### config.mk
export PLATFORM = sky130hd
export DESIGN_NAME = reset_seq_flat
export DESIGN_NICKNAME = d
export VERILOG_FILES = /design/src/rtl/reset_seq_if.sv /design/src/rtl/reset_seq.sv /design/src/flat_wrapper.sv
export SDC_FILE = /design/constraint.sdc
export NUM_CORES = 1
export LEC_CHECK = 0
export BUFFER_PORTS_ARGS = -buffer_cell sky130_fd_sc_hd__clkbuf_2
export CORE_AREA = 4 4 41 43
export DETAILED_ROUTE_END_ITERATION = 10
export DIE_AREA = 0 0 45 47
export MAX_ROUTING_LAYER = met4
export PLACE_DENSITY_LB_ADDON = 0.3
export SLEW_MARGIN = 30
export SYNTH_ARGS = -nofsm -noshare
export SYNTH_HDL_FRONTEND = slang
export SYNTH_SLANG_ARGS = --single-unit
### constraint.sdc
create_clock -name clk -period 2.2 [get_ports clk]
set_input_delay 0.11 -clock clk [delete_from_list [all_inputs] [get_ports clk]]
set_output_delay 0.11 -clock clk [all_outputs]
set_load 0.02 [all_outputs]
### src/rtl/reset_seq_if.sv
// Status/control bundle for reset_seq.
//   sw_rst_req : synchronous software request to re-run the reset sequence
//   rst_out    : per-output block resets (polarity set by the sequencer)
//   released   : number of outputs currently released
//   ready      : all outputs released
// slave is the sequencer side, master is the consumer/controller side.
interface reset_seq_if #(
  parameter int unsigned NUM_OUT = 4
) ();
  logic                         sw_rst_req;
  logic [NUM_OUT-1:0]           rst_out;
  logic [$clog2(NUM_OUT+1)-1:0] released;
  logic                         ready;

  modport slave (
    input  sw_rst_req,
    output rst_out,
    output released,
    output ready
  );

  modport master (
    output sw_rst_req,
    input  rst_out,
    input  released,
    input  ready
  );
endinterface

### src/rtl/reset_seq.sv
// Multi-output reset sequencer for one clock domain.
// Asserts every rst_out asynchronously on rst_in, then releases them
// synchronously in index order: bit 0 after SYNC_STAGES+HOLD_CYCLES edges,
// each following bit STEP_CYCLES edges later. A synchronous sw_rst_req
// re-runs the whole sequence.
//   clk    : domain clock
//   rst_in : asynchronous active-high reset from any domain
//   bus    : sw_rst_req in; rst_out, released, ready out (reset_seq_if.slave)
module reset_seq #(
  parameter int unsigned        NUM_OUT     = 4,
  parameter int unsigned        SYNC_STAGES = 2,
  parameter int unsigned        HOLD_CYCLES = 0,
  parameter int unsigned        STEP_CYCLES = 4,
  parameter logic [NUM_OUT-1:0] ACTIVE_HIGH = {NUM_OUT{1'b1}}
) (
  input  logic        clk,
  input  logic        rst_in,
  reset_seq_if.slave  bus
);

  localparam int unsigned TERM = HOLD_CYCLES + (NUM_OUT - 1) * STEP_CYCLES;
  localparam int unsigned CW   = $clog2(TERM + 2);
  localparam int unsigned RW   = $clog2(NUM_OUT + 1);
  // The output flops form the last synchroniser stage, so the chain
  // itself is one stage shorter than SYNC_STAGES.
  localparam int unsigned CL   = SYNC_STAGES - 1;

  logic [CL-1:0]      chain_q, chain_d;
  logic [CW-1:0]      cnt_q, cnt_d;
  logic [NUM_OUT-1:0] rel_d;
  logic [NUM_OUT-1:0] out_q, out_d;
  logic [RW-1:0]      released_q, released_d;
  logic               ready_q, ready_d;

  always_ff @(posedge clk or posedge rst_in) begin
    if (rst_in) begin
      chain_q    <= '1;
      cnt_q      <= '0;
      out_q      <= ACTIVE_HIGH;
      released_q <= '0;
      ready_q    <= 1'b0;
    end else begin
      chain_q    <= chain_d;
      cnt_q      <= cnt_d;
      out_q      <= out_d;
      released_q <= released_d;
      ready_q    <= ready_d;
    end
  end

  always_comb begin
    chain_d    = '0;
    cnt_d      = cnt_q;
    rel_d      = '0;
    released_d = '0;
    for (int unsigned i = 1; i < CL; i++) begin
      chain_d[i] = chain_q[i-1];
    end
    if (bus.sw_rst_req) begin
      chain_d = '1;
      cnt_d   = '0;
    end else if (!chain_q[CL-1]) begin
      // Counter saturates at TERM and the compare is >=, so releases
      // are monotonic and can never re-assert.
      for (int unsigned k = 0; k < NUM_OUT; k++) begin
        rel_d[k] = (32'(cnt_q) >= HOLD_CYCLES + k * STEP_CYCLES);
      end
      if (32'(cnt_q) < TERM) begin
        cnt_d = cnt_q + CW'(1);
      end
    end
    // Polarity applied ahead of the flops so outputs never glitch.
    out_d = ACTIVE_HIGH ^ rel_d;
    for (int unsigned k = 0; k < NUM_OUT; k++) begin
      if (rel_d[k]) begin
        released_d = released_d + RW'(1);
      end
    end
    ready_d = rel_d[NUM_OUT-1];
  end

  assign bus.rst_out  = out_q;
  assign bus.released = released_q;
  assign bus.ready    = ready_q;

endmodule

### src/flat_wrapper.sv
// flat-port wrapper written by rule: the top's interface ports become plain ports
module reset_seq_flat 
#(
  parameter int unsigned        NUM_OUT     = 4,
  parameter int unsigned        SYNC_STAGES = 2,
  parameter int unsigned        HOLD_CYCLES = 0,
  parameter int unsigned        STEP_CYCLES = 4,
  parameter logic [NUM_OUT-1:0] ACTIVE_HIGH = {NUM_OUT{1'b1}}
)
  (clk, rst_in, bus_sw_rst_req, bus_rst_out, bus_released, bus_ready);
  reset_seq_if #(.NUM_OUT(NUM_OUT)) bus_i ();
  input  logic clk;
  input  logic rst_in;
  input wire logic [$bits(bus_i.sw_rst_req)-1:0] bus_sw_rst_req;
  output wire logic [$bits(bus_i.rst_out)-1:0] bus_rst_out;
  output wire logic [$bits(bus_i.released)-1:0] bus_released;
  output wire logic [$bits(bus_i.ready)-1:0] bus_ready;
  assign bus_i.sw_rst_req = bus_sw_rst_req;
  assign bus_rst_out = bus_i.rst_out;
  assign bus_released = bus_i.released;
  assign bus_ready = bus_i.ready;
  reset_seq #(.NUM_OUT(NUM_OUT), .SYNC_STAGES(SYNC_STAGES), .HOLD_CYCLES(HOLD_CYCLES), .STEP_CYCLES(STEP_CYCLES), .ACTIVE_HIGH(ACTIVE_HIGH)) u_core (.clk(clk), .rst_in(rst_in), .bus(bus_i));
endmodule
==> key figures, run 1 <==
Status
  • Status: completed

Placement
  • Cell Area, Placed: 623 um2
  • GPL Wtd Cong: 0.696
  • Port Buffers: 10
  • Dpl ws: 207 ps
  • Post-DP HPWL: 653 um

STA
  • Slew Viols, Final: 0
  • Final WS setup: 184 ps
  • Final hold viol count: 0
  • Clock Skew: 8.59 ps
  • Rel. slew slack: 0.691
  • FMAX: 0.496 GHz
  • RSZ-0062 raised after global routing: no
  • Fin crit period: 2020 ps
  • Fin crit share: 0.916
  • Finish-stage setup viols: 0
  • Sum Neg Setup Slack: 0 ps
  • Least-Margin Pin Slew: 463 ps

Pwr
  • Static leakage: 0.348 nW
  • Power Density: 646 nW/um2
  • Peak supply drop: 0.212 mV

Synthesis
  • Ys async rst share: 1.00
  • YS warnings: 0
  • Syn_nets: 51
  • Syn_area_per_cell: 12.3 um2
  • Cell count after synthesis: 45
  • Synthesized cell area: 552 um2
  • Post-synth EDFFs: 0
  • #FFs+latches synth: 13
  • Ys flop type: dfrtp_1
  • Netlist cell types: 20
  • Sequential cell area fraction in the yosys report: 0.601

Critical path
  • Worst Path Buf+Inv: 3
  • Slowest CP cell: dlygate4sd3_1
  • Critical path's largest stage delay: 530 ps
  • Crit end category: flop
  • Critical path required time: 2360 ps
  • Worst Setup Start Kind: input pin
  • Critical path class: in -> reg
  • CP arrival: 2180 ps
  • CP top delay family: buffers and inverters
  • CP max FO: 7
  • Cell Chain, Critical Path: dlygate4sd3_1 > clkbuf_2 > nor2_2 > o21ai_0 > inv_1 > ha_1 > xnor2_1 > ha_1 > nand2_1 > xnor2_1 > nor2_1

Floorplanning
  • Initial Utilization: 0.424
  • Die Ht: 47 um
  • Chip width: 45 um
  • Ports: 11
  • Placeable Area: 1300 um2
  • Total Die Area: 2120 um2
  • Row Count: 13

Worst hold path
  • Hold Path Class: in -> async

Route
  • Vias: 364
  • Vias/cell: 4.79
  • Final antenna-violating net count: 0
  • DRT iter0 DRCs: 5
  • WL/cell: 11.8 um
  • DRT Pass-1 Iters: 2
  • # DRC: 0
  • Final WL: 898 um

Finish
  • ANT cells: 0
  • Commonest non-fill, non-tap cell in the layout: clkbuf_2
  • Nets: 68
  • Area grow syn2layout: 21.8%
  • Filler cells: 124
  • Fin area: 672 um2
  • Commonest cells after routing, fill and taps aside: clkbuf_2 (10), dfrtp_1 (8), inv_1 (5), dfstp_2 (5), nor2_1 (4)
  • Layout cells sized above 1: 0.377

Global route
  • Initial antenna violation count: 0
  • First-pass GRT wire length: 1.49 mm
  • Maximum number of pins on one net before global-route repair: 14
  • Vias in the first global route: 352
  • Grt total ovfl: 0
  • GR Util All Layers: 0.112

Clock network
  • Clock Latency Late Sink: 280 ps
  • CTS clk-pin slew, worst paths: 80 ps
  • # clock sinks: 13
  • CTS tree: done
  • H-tree levels: 1
  • Clock buffer depth: 2
  • Post-CTS setup buffers: 0
  • Cts bufs inserted: 3
  • Root Buffer: clkbuf_4

Flow run
  • Max cap viols: 0
-- power breakdown --
group          leakage [nW]  internal, W  switching [W]
Sequential            0.162     0.000248     0.00000512
Clock                0.0150    0.0000703      0.0000765
Combinational         0.171    0.0000145      0.0000197
Total                 0.348     0.000333       0.000101
-- final cells by class --
class                      count  area (um2)  area share
sequential                    13         332       0.493
multi-input combinational     26         199       0.296
timing repair buffer          13        77.6       0.115
clock buffer                   4        26.3      0.0391
inverter                       5        18.8      0.0279
tap                           15        18.8      0.0279
-- sequential cells by signal, indices dropped and copies added, names as in the netlist --
signal               cells
u_core.bus.ready         1
u_core.chain_q           1
u_core.cnt_q             4
u_core.bus.rst_out       4
u_core.bus.released      3
-- cell families after synthesis --
family	synth area share
xor+xnor	0.0771
flops	0.601
compound gates	0.0567
buf+inv	0.0431
mux	0.0181
fa+ha+maj	0.0680
simple gates	0.136
-- tightest hold or removal path, stage by stage --
cell and delay (ps):
dlygate4sd3_1 540, clkbuf_2 100, inv_1 340
-- synthesized netlist by cell type, types with 2 or more instances --
cell | instances | area, um2
inv_1 | 5 | 18.8
nand2_1 | 2 | 7.51
xnor2_1 | 3 | 26.3
ha_1 | 3 | 37.5
a21oi_1 | 2 | 10.0
dfstp_2 | 5 | 131
dfrtp_1 | 8 | 200
nor2_1 | 5 | 18.8
-- stage by stage --
stage	instances	hold slack (ps)	power, W	utilization
floorplan	45	-16.6	0.000278	-
global placement	70	131	0.000288	0.479
detailed placement	70	138	0.000289	0.479
CTS	76	377	0.000445	0.514
global route	76	401	0.000462	0.516
finish	76	373	0.000434	0.516
-- metal layers --
layer,part of all wire,vias to the layer above,track usage
met1,0.42,171,0.120
met4,0.028,0,0.105
met5,0,-,-
met2,0.47,12,0.164
li1,-,177,-
met3,0.072,4,0.0345
-- worst paths after layout --
kind,start,end,slack (ps),cells past startpoint
hold reg to reg,u_core.cnt_q[2],u_core.bus.rst_out[1],510,1
setup / recovery,bus_sw_rst_req,u_core.bus.released[2],180,11
min in group clk,u_core.cnt_q[2],u_core.bus.rst_out[1],510,1
hold / removal,rst_in,u_core.bus.released[2],370,3
setup reg to reg,u_core.chain_q,u_core.bus.released[2],250,9
max in group asynchronous,rst_in,u_core.chain_q,1470,3
-- repair_timing --
action                     CTS  global route
hold endpoints to repair     9             0
setup endpoints to repair    0             1
hold buffers                 2             0
resized for setup            0             1
Power figures use the tool's default switching activity.
==> run 2, diff against run 1 <==
CORE_AREA = unset   (was 4 4 41 43)
CORE_MARGIN = 4   (was unset)
CORE_UTILIZATION = 40   (was unset)
DIE_AREA = unset   (was 0 0 45 47)
==> run 2 against run 1 <==
Effect of this change: register-to-register slack improved by 40 ps; first-iteration DRC count fell by 80%; largest cell class unchanged; worst setup slack better by 8.0 ps; cell area decreased by 0.37%; sequential share of layout area up 0.18 points.
==> key figures, run 2 (same netlist as run 1, synthesis figures left out) <==
STA
  • Hold_ws: 357 ps
  • RSZ-0062 raised after global routing: no
  • Slew Viols, Final: 0
  • Final WS setup: 192 ps
  • Sum Neg Setup Slack: 0 ps
  • Fin crit period: 2010 ps
  • Rel. slew slack: 0.696
  • Fin crit share: 0.913
  • FMAX: 0.498 GHz
  • Least-Margin Pin Slew: 455 ps
  • Finish-stage setup viols: 0
  • Final hold viol count: 0
  • Clock Skew: 9.01 ps

Placement
  • Dpl ws: 296 ps
  • GPL Wtd Cong: 0.722
  • Post-DP HPWL: 654 um
  • Cell Area, Placed: 623 um2
  • Port Buffers: 10

Global route
  • Vias in the first global route: 350
  • Grt total ovfl: 0
  • Initial antenna violation count: 0
  • GR Util All Layers: 0.114
  • First-pass GRT wire length: 1.50 mm
  • Maximum number of pins on one net before global-route repair: 14

Finish
  • Area grow syn2layout: 21.3%
  • Commonest non-fill, non-tap cell in the layout: clkbuf_2
  • Filler cells: 119
  • Fin area: 669 um2
  • Layout cells sized above 1: 0.361
  • Commonest cells after routing, fill and taps aside: clkbuf_2 (10), dfrtp_1 (8), nor2_1 (5), inv_1 (5), dfstp_2 (5)
  • Nets: 68
  • ANT cells: 0

Critical path
  • Crit end category: flop
  • Worst Path Buf+Inv: 3
  • Cells on worst reg2reg path: 9
  • Slowest CP cell: dlygate4sd3_1
  • Critical path required time: 2350 ps
  • Critical path class: in -> reg
  • Reg-to-reg slack, setup: 290 ps
  • Worst Setup Start Kind: input pin
  • R2R Path Start: u_core.chain_q
  • CP top delay family: buffers and inverters
  • Cell Chain, Critical Path: dlygate4sd3_1 > clkbuf_2 > nor2_1 > o21ai_0 > inv_1 > ha_1 > xnor2_1 > ha_1 > nand2_1 > xnor2_1 > nor2_1
  • Critical path's largest stage delay: 530 ps
  • Worst R2R End: u_core.bus.released[2]
  • CP arrival: 2160 ps
  • CP max FO: 7

Worst hold path
  • Hold Path Class: in -> async

Floorplanning
  • Die Ht: 45.1 um
  • Ports: 11
  • Placeable Area: 1300 um2
  • Initial Utilization: 0.424
  • Total Die Area: 2040 um2
  • Row Count: 13
  • Chip width: 45.1 um

Clock network
  • CTS clk-pin slew, worst paths: 80 ps
  • Clock Latency Late Sink: 280 ps
  • Post-CTS setup buffers: 0
  • Cts bufs inserted: 3
  • Root Buffer: clkbuf_4
  • CTS tree: done
  • Resize count post-CTS: 0
  • H-tree levels: 1
  • Clock buffer depth: 2
  • # clock sinks: 13

Pwr
  • Total power: 0.000432 W
  • Static leakage: 0.348 nW
  • Peak supply drop: 0.341 mV
  • Power Density: 645 nW/um2

Flow run
  • Max cap viols: 0

Status
  • Status: completed

Route
  • WL/cell: 11.5 um
  • Final WL: 876 um
  • Vias: 361
  • DRT Pass-1 Iters: 2
  • Final antenna-violating net count: 0
  • DRT iter0 DRCs: 1
  • Vias/cell: 4.75
  • # DRC: 0
run 2: cell types whose count changed in the layout (fill, tap and decap cells not counted):
cell | before | now
nor2_1 | 4 | 5
nor2_2 | 1 | 0
run 2: where the power goes:
part           switching, W  internal [W]   total, W  leakage, nW
sequential       0.00000522      0.000248   0.000253        0.162
combinational     0.0000193     0.0000143  0.0000336        0.171
clock             0.0000746     0.0000704   0.000145       0.0150
run 2: worst max path at each step:
| stage | start | to | slack (ps) | cells after the start |
|---|---|---|---|---|
| after floorplan | u_core.chain_q | u_core.bus.released[1] | 420 | 7 |
| after global placement | u_core.chain_q | u_core.bus.released[1] | 350 | 7 |
| after detailed placement | u_core.chain_q | u_core.bus.released[2] | 300 | 9 |
| after CTS | bus_sw_rst_req | u_core.bus.released[2] | 180 | 11 |
| after global routing | bus_sw_rst_req | u_core.bus.released[2] | 10 | 11 |
| final | bus_sw_rst_req | u_core.bus.released[2] | 190 | 11 |
run 2: layout make-up:
cell class	count	area, um2	area share
clock buffers	4	26.3	0.0393
flip-flops and latches	13	332	0.495
multi-input cells	26	196	0.293
repair buffers	13	77.6	0.116
inverters	5	18.8	0.0280
well taps	15	18.8	0.0280
run 2: metal layers:
layer,GRT usage,routed length (um)
met1,0.113,352
met5,-,0
met2,0.175,407
met4,0.105,36
met3,0.0359,79
run 2: worst register-to-register path, cell delays in order (launching register included):
cell and delay, ps:
dfstp_2 570, nor2_1 80, o21ai_0 110, inv_1 70, ha_1 340, xnor2_1 180
ha_1 160, nand2_1 60, xnor2_1 160, nor2_1 60
run 2: timing repair:
| item | in CTS | in global routing |
|---|---|---|
| setup endpoints to repair | 0 | 0 |
| endpoints found under the hold margin | 9 | 0 |
| hold buffers | 2 | 0 |
run 2: through the flow:
stage | std cells | utilization
6_report | 76 | 0.514
5_1_grt | 76 | 0.514
4_1_cts | 76 | 0.514
3_5_place_dp | 70 | 0.479
3_3_place_gp | 70 | 0.479
2_1_floorplan | 45 | -
==> run 3, diff against run 2 <==
ABC_AREA = 1   (was unset)
BUFFER_PORTS_ARGS = -buffer_cell sky130_fd_sc_hd__buf_2   (was -buffer_cell sky130_fd_sc_hd__clkbuf_2)
CORE_MARGIN = unset   (was 4)
==> run 3 against run 2 <==
Effect of this change: hold slack improved by 19 ps; flip-flop and latch count unchanged; sequential share of layout area decreased by 5.9 points; wire length increased by 18%; non-clock buffer count increased by 1; clock power increased by 3%; die area decreased by 13%; area after synthesis increased by 17%; total power increased by 8.2%.
==> key figures, run 3 <==
Placement
  • Port Buffers: 10
  • Post-DP HPWL: 769 um
  • Dpl ws: 224 ps
  • GPL Wtd Cong: 0.745
  • Cell count after placement: 92
  • Cell Area, Placed: 714 um2

Floorplanning
  • Ports: 11
  • Initial Utilization: 0.428
  • Total Die Area: 1780 um2
  • Row Count: 14
  • Placeable Area: 1510 um2
  • Chip width: 42.1 um
  • Die Ht: 42.1 um

Pwr
  • P_sw: 0.000123 W
  • Power Density: 614 nW/um2
  • Total power: 0.000467 W
  • Int Power: 0.000343 W
  • Peak supply drop: 0.340 mV
  • Static leakage: 0.436 nW
  • Seq pwr share: 0.559
  • Sw frac: 0.264
  • Clk pwr share: 0.318
  • Combinational Power Share: 0.123

Route
  • Final antenna-violating net count: 0
  • WL/cell: 10.6 um
  • Final WL: 1.04 mm
  • DRT Pass-1 Iters: 4
  • Vias/cell: 4.76
  • Vias: 466
  • DRT iter0 DRCs: 7
  • # DRC: 0

Critical path
  • Critical path's largest stage delay: 530 ps
  • Critical path required time: 2370 ps
  • Crit end category: flop
  • Critical path class: in -> reg
  • Cell Chain, Critical Path: dlygate4sd3_1 > buf_2 > nor2_8 > o21ai_1 > inv_2 > ha_1 > inv_1 > nand2_2 > nand2_1 > inv_1 > ha_1 > o21a_1
  • CP max FO: 9
  • Worst Setup Start Kind: input pin
  • Slowest CP cell: dlygate4sd3_1
  • CP arrival: 2160 ps

Clock network
  • Clock Latency Late Sink: 280 ps
  • Post-CTS setup buffers: 0
  • Cts hold-fix bufs: 1
  • CTS clk-pin slew, worst paths: 80 ps
  • Resize count post-CTS: 0
  • H-tree levels: 1
  • Clock buffer depth: 2
  • Root Buffer: clkbuf_4
  • # clock sinks: 13
  • Cts bufs inserted: 3
  • CTS tree: done

Synthesis
  • Post-synth EDFFs: 0
  • Most frequent cell after synthesis: nand2_1
  • Sequential cell area fraction in the yosys report: 0.515
  • Share of the synthesized area in the top cell type: 0.311
  • Cell count after synthesis: 66
  • Most frequent cells after synthesis: nand2_1 (14), dfrtp_1 (8), inv_1 (8)
  • Syn_area_per_cell: 9.76 um2
  • Syn_nets: 72
  • Synthesized cell area: 644 um2
  • #FFs+latches synth: 13
  • Cell taking the most area after synthesis: dfrtp_1
  • Netlist cell types: 19
  • Ys flop type: dfrtp_1
  • YS warnings: 0
  • Ys async rst share: 1.00
  • Top post-synthesis cells by area: dfrtp_1 (31%), dfstp_2 (20%), nand2_1 (8.2%)

STA
  • Sum Neg Setup Slack: 0 ps
  • Finish-stage setup viols: 0
  • Least-Margin Pin Slew: 473 ps
  • Rel. slew slack: 0.684
  • Final WS setup: 214 ps
  • Slew Viols, Final: 0
  • RSZ-0062 raised after global routing: no
  • Clock Skew: 3.91 ps
  • Fin crit period: 1990 ps
  • Fin crit share: 0.903
  • FMAX: 0.504 GHz
  • Final hold viol count: 0

Finish
  • Commonest non-fill, non-tap cell in the layout: nand2_1
  • Commonest cells after routing, fill and taps aside: nand2_1 (14), buf_2 (10), inv_1 (8), dfrtp_1 (8), nand3_1 (6)
  • Area grow syn2layout: 18.1%
  • Nets: 89
  • ANT cells: 0
  • Layout cells sized above 1: 0.378
  • Filler cells: 141
  • Final instance count without filler cells: 98
  • Fin area: 761 um2

Flow run
  • Max cap viols: 0

Global route
  • Initial antenna violation count: 0
  • GR Util All Layers: 0.157
  • Grt total ovfl: 0
  • First-pass GRT wire length: 1.90 mm
  • Maximum number of pins on one net before global-route repair: 14
  • Vias in the first global route: 421

Status
  • Status: completed

Worst hold path
  • Hold Path Class: in -> async
[run 3: cell count changes after synthesis, sizes merged, moves of 2 or more]
cell | before | now
nand2 | 2 | 18
nand3 | 1 | 8
inv | 5 | 11
xnor2 | 3 | 0
a21oi | 2 | 0
nand4 | 0 | 2
[run 3: worst paths after layout]
check	startpoint	endpoint	slack (ps)	cells after the start
worst max-delay path	bus_sw_rst_req	u_core.bus.released[1]	210	12
worst min-delay path	rst_in	u_core.bus.ready	380	3
worst max register to register	u_core.chain_q	u_core.bus.released[1]	230	9
worst min register to register	u_core.cnt_q[3]	u_core.bus.rst_out[1]	470	1
max in group asynchronous	rst_in	u_core.bus.rst_out[2]	1470	3
min in group clk	u_core.cnt_q[3]	u_core.bus.rst_out[1]	470	1
[run 3: per-stage QoR]
| step | utilization | hold slack [ps] |
|---|---|---|
| 6_report | 0.505 | 376 |
| 5_1_grt | 0.505 | 423 |
| 4_1_cts | 0.498 | 10.5 |
| 3_5_place_dp | 0.474 | 155 |
| 3_3_place_gp | 0.474 | 139 |
| 2_1_floorplan | - | -16.6 |
[run 3: area by class of cell]
class                      instances  area (um2)  share of cell area
inverter                          11        41.3              0.0543
clock buffer                       4        26.3              0.0345
timing repair buffer              14        85.1               0.112
tap                               16        20.0              0.0263
multi-input combinational         40         256               0.337
sequential                        13         332               0.436
[run 3: critical path: cells and delay by family]
family,cells,cell delay [ps]
fa+ha+maj,2,510
compound gates,2,320
buf+inv,5,900
simple gates,3,320
[run 3: layer usage]
| metal | share of wire | vias to the layer above | GRT usage | wire [um] |
|---|---|---|---|---|
| met1 | 0.46 | 211 | 0.175 | 474 |
| met5 | 0 | - | - | 0 |
| met2 | 0.46 | 11 | 0.234 | 480 |
| met4 | 0.037 | 0 | 0.113 | 38 |
| li1 | - | 239 | - | - |
| met3 | 0.041 | 5 | 0.0517 | 42 |
[run 3: cells by family (layout without fill, tap and decap cells)]
| kind of cell | count (synthesis) | count (layout) | share of synthesized area |
|---|---|---|---|
| xor+xnor | 1 | 1 | 0.0136 |
| buf+inv | 13 | 29 | 0.0874 |
| compound gates | 2 | 2 | 0.0194 |
| fa+ha+maj | 3 | 3 | 0.0583 |
| flops | 13 | 13 | 0.515 |
| simple gates | 34 | 34 | 0.307 |
[run 3: power by group through the flow]
stage,combinational (W),clock (W),sequential (W)
global placement,0.0000532,0,0.000264
finish,0.0000574,0.000149,0.000261
CTS,0.0000568,0.000156,0.000261
floorplan,0.0000371,0,0.000267
detailed placement,0.0000556,0,0.000265
global route,0.0000678,0.000170,0.000263
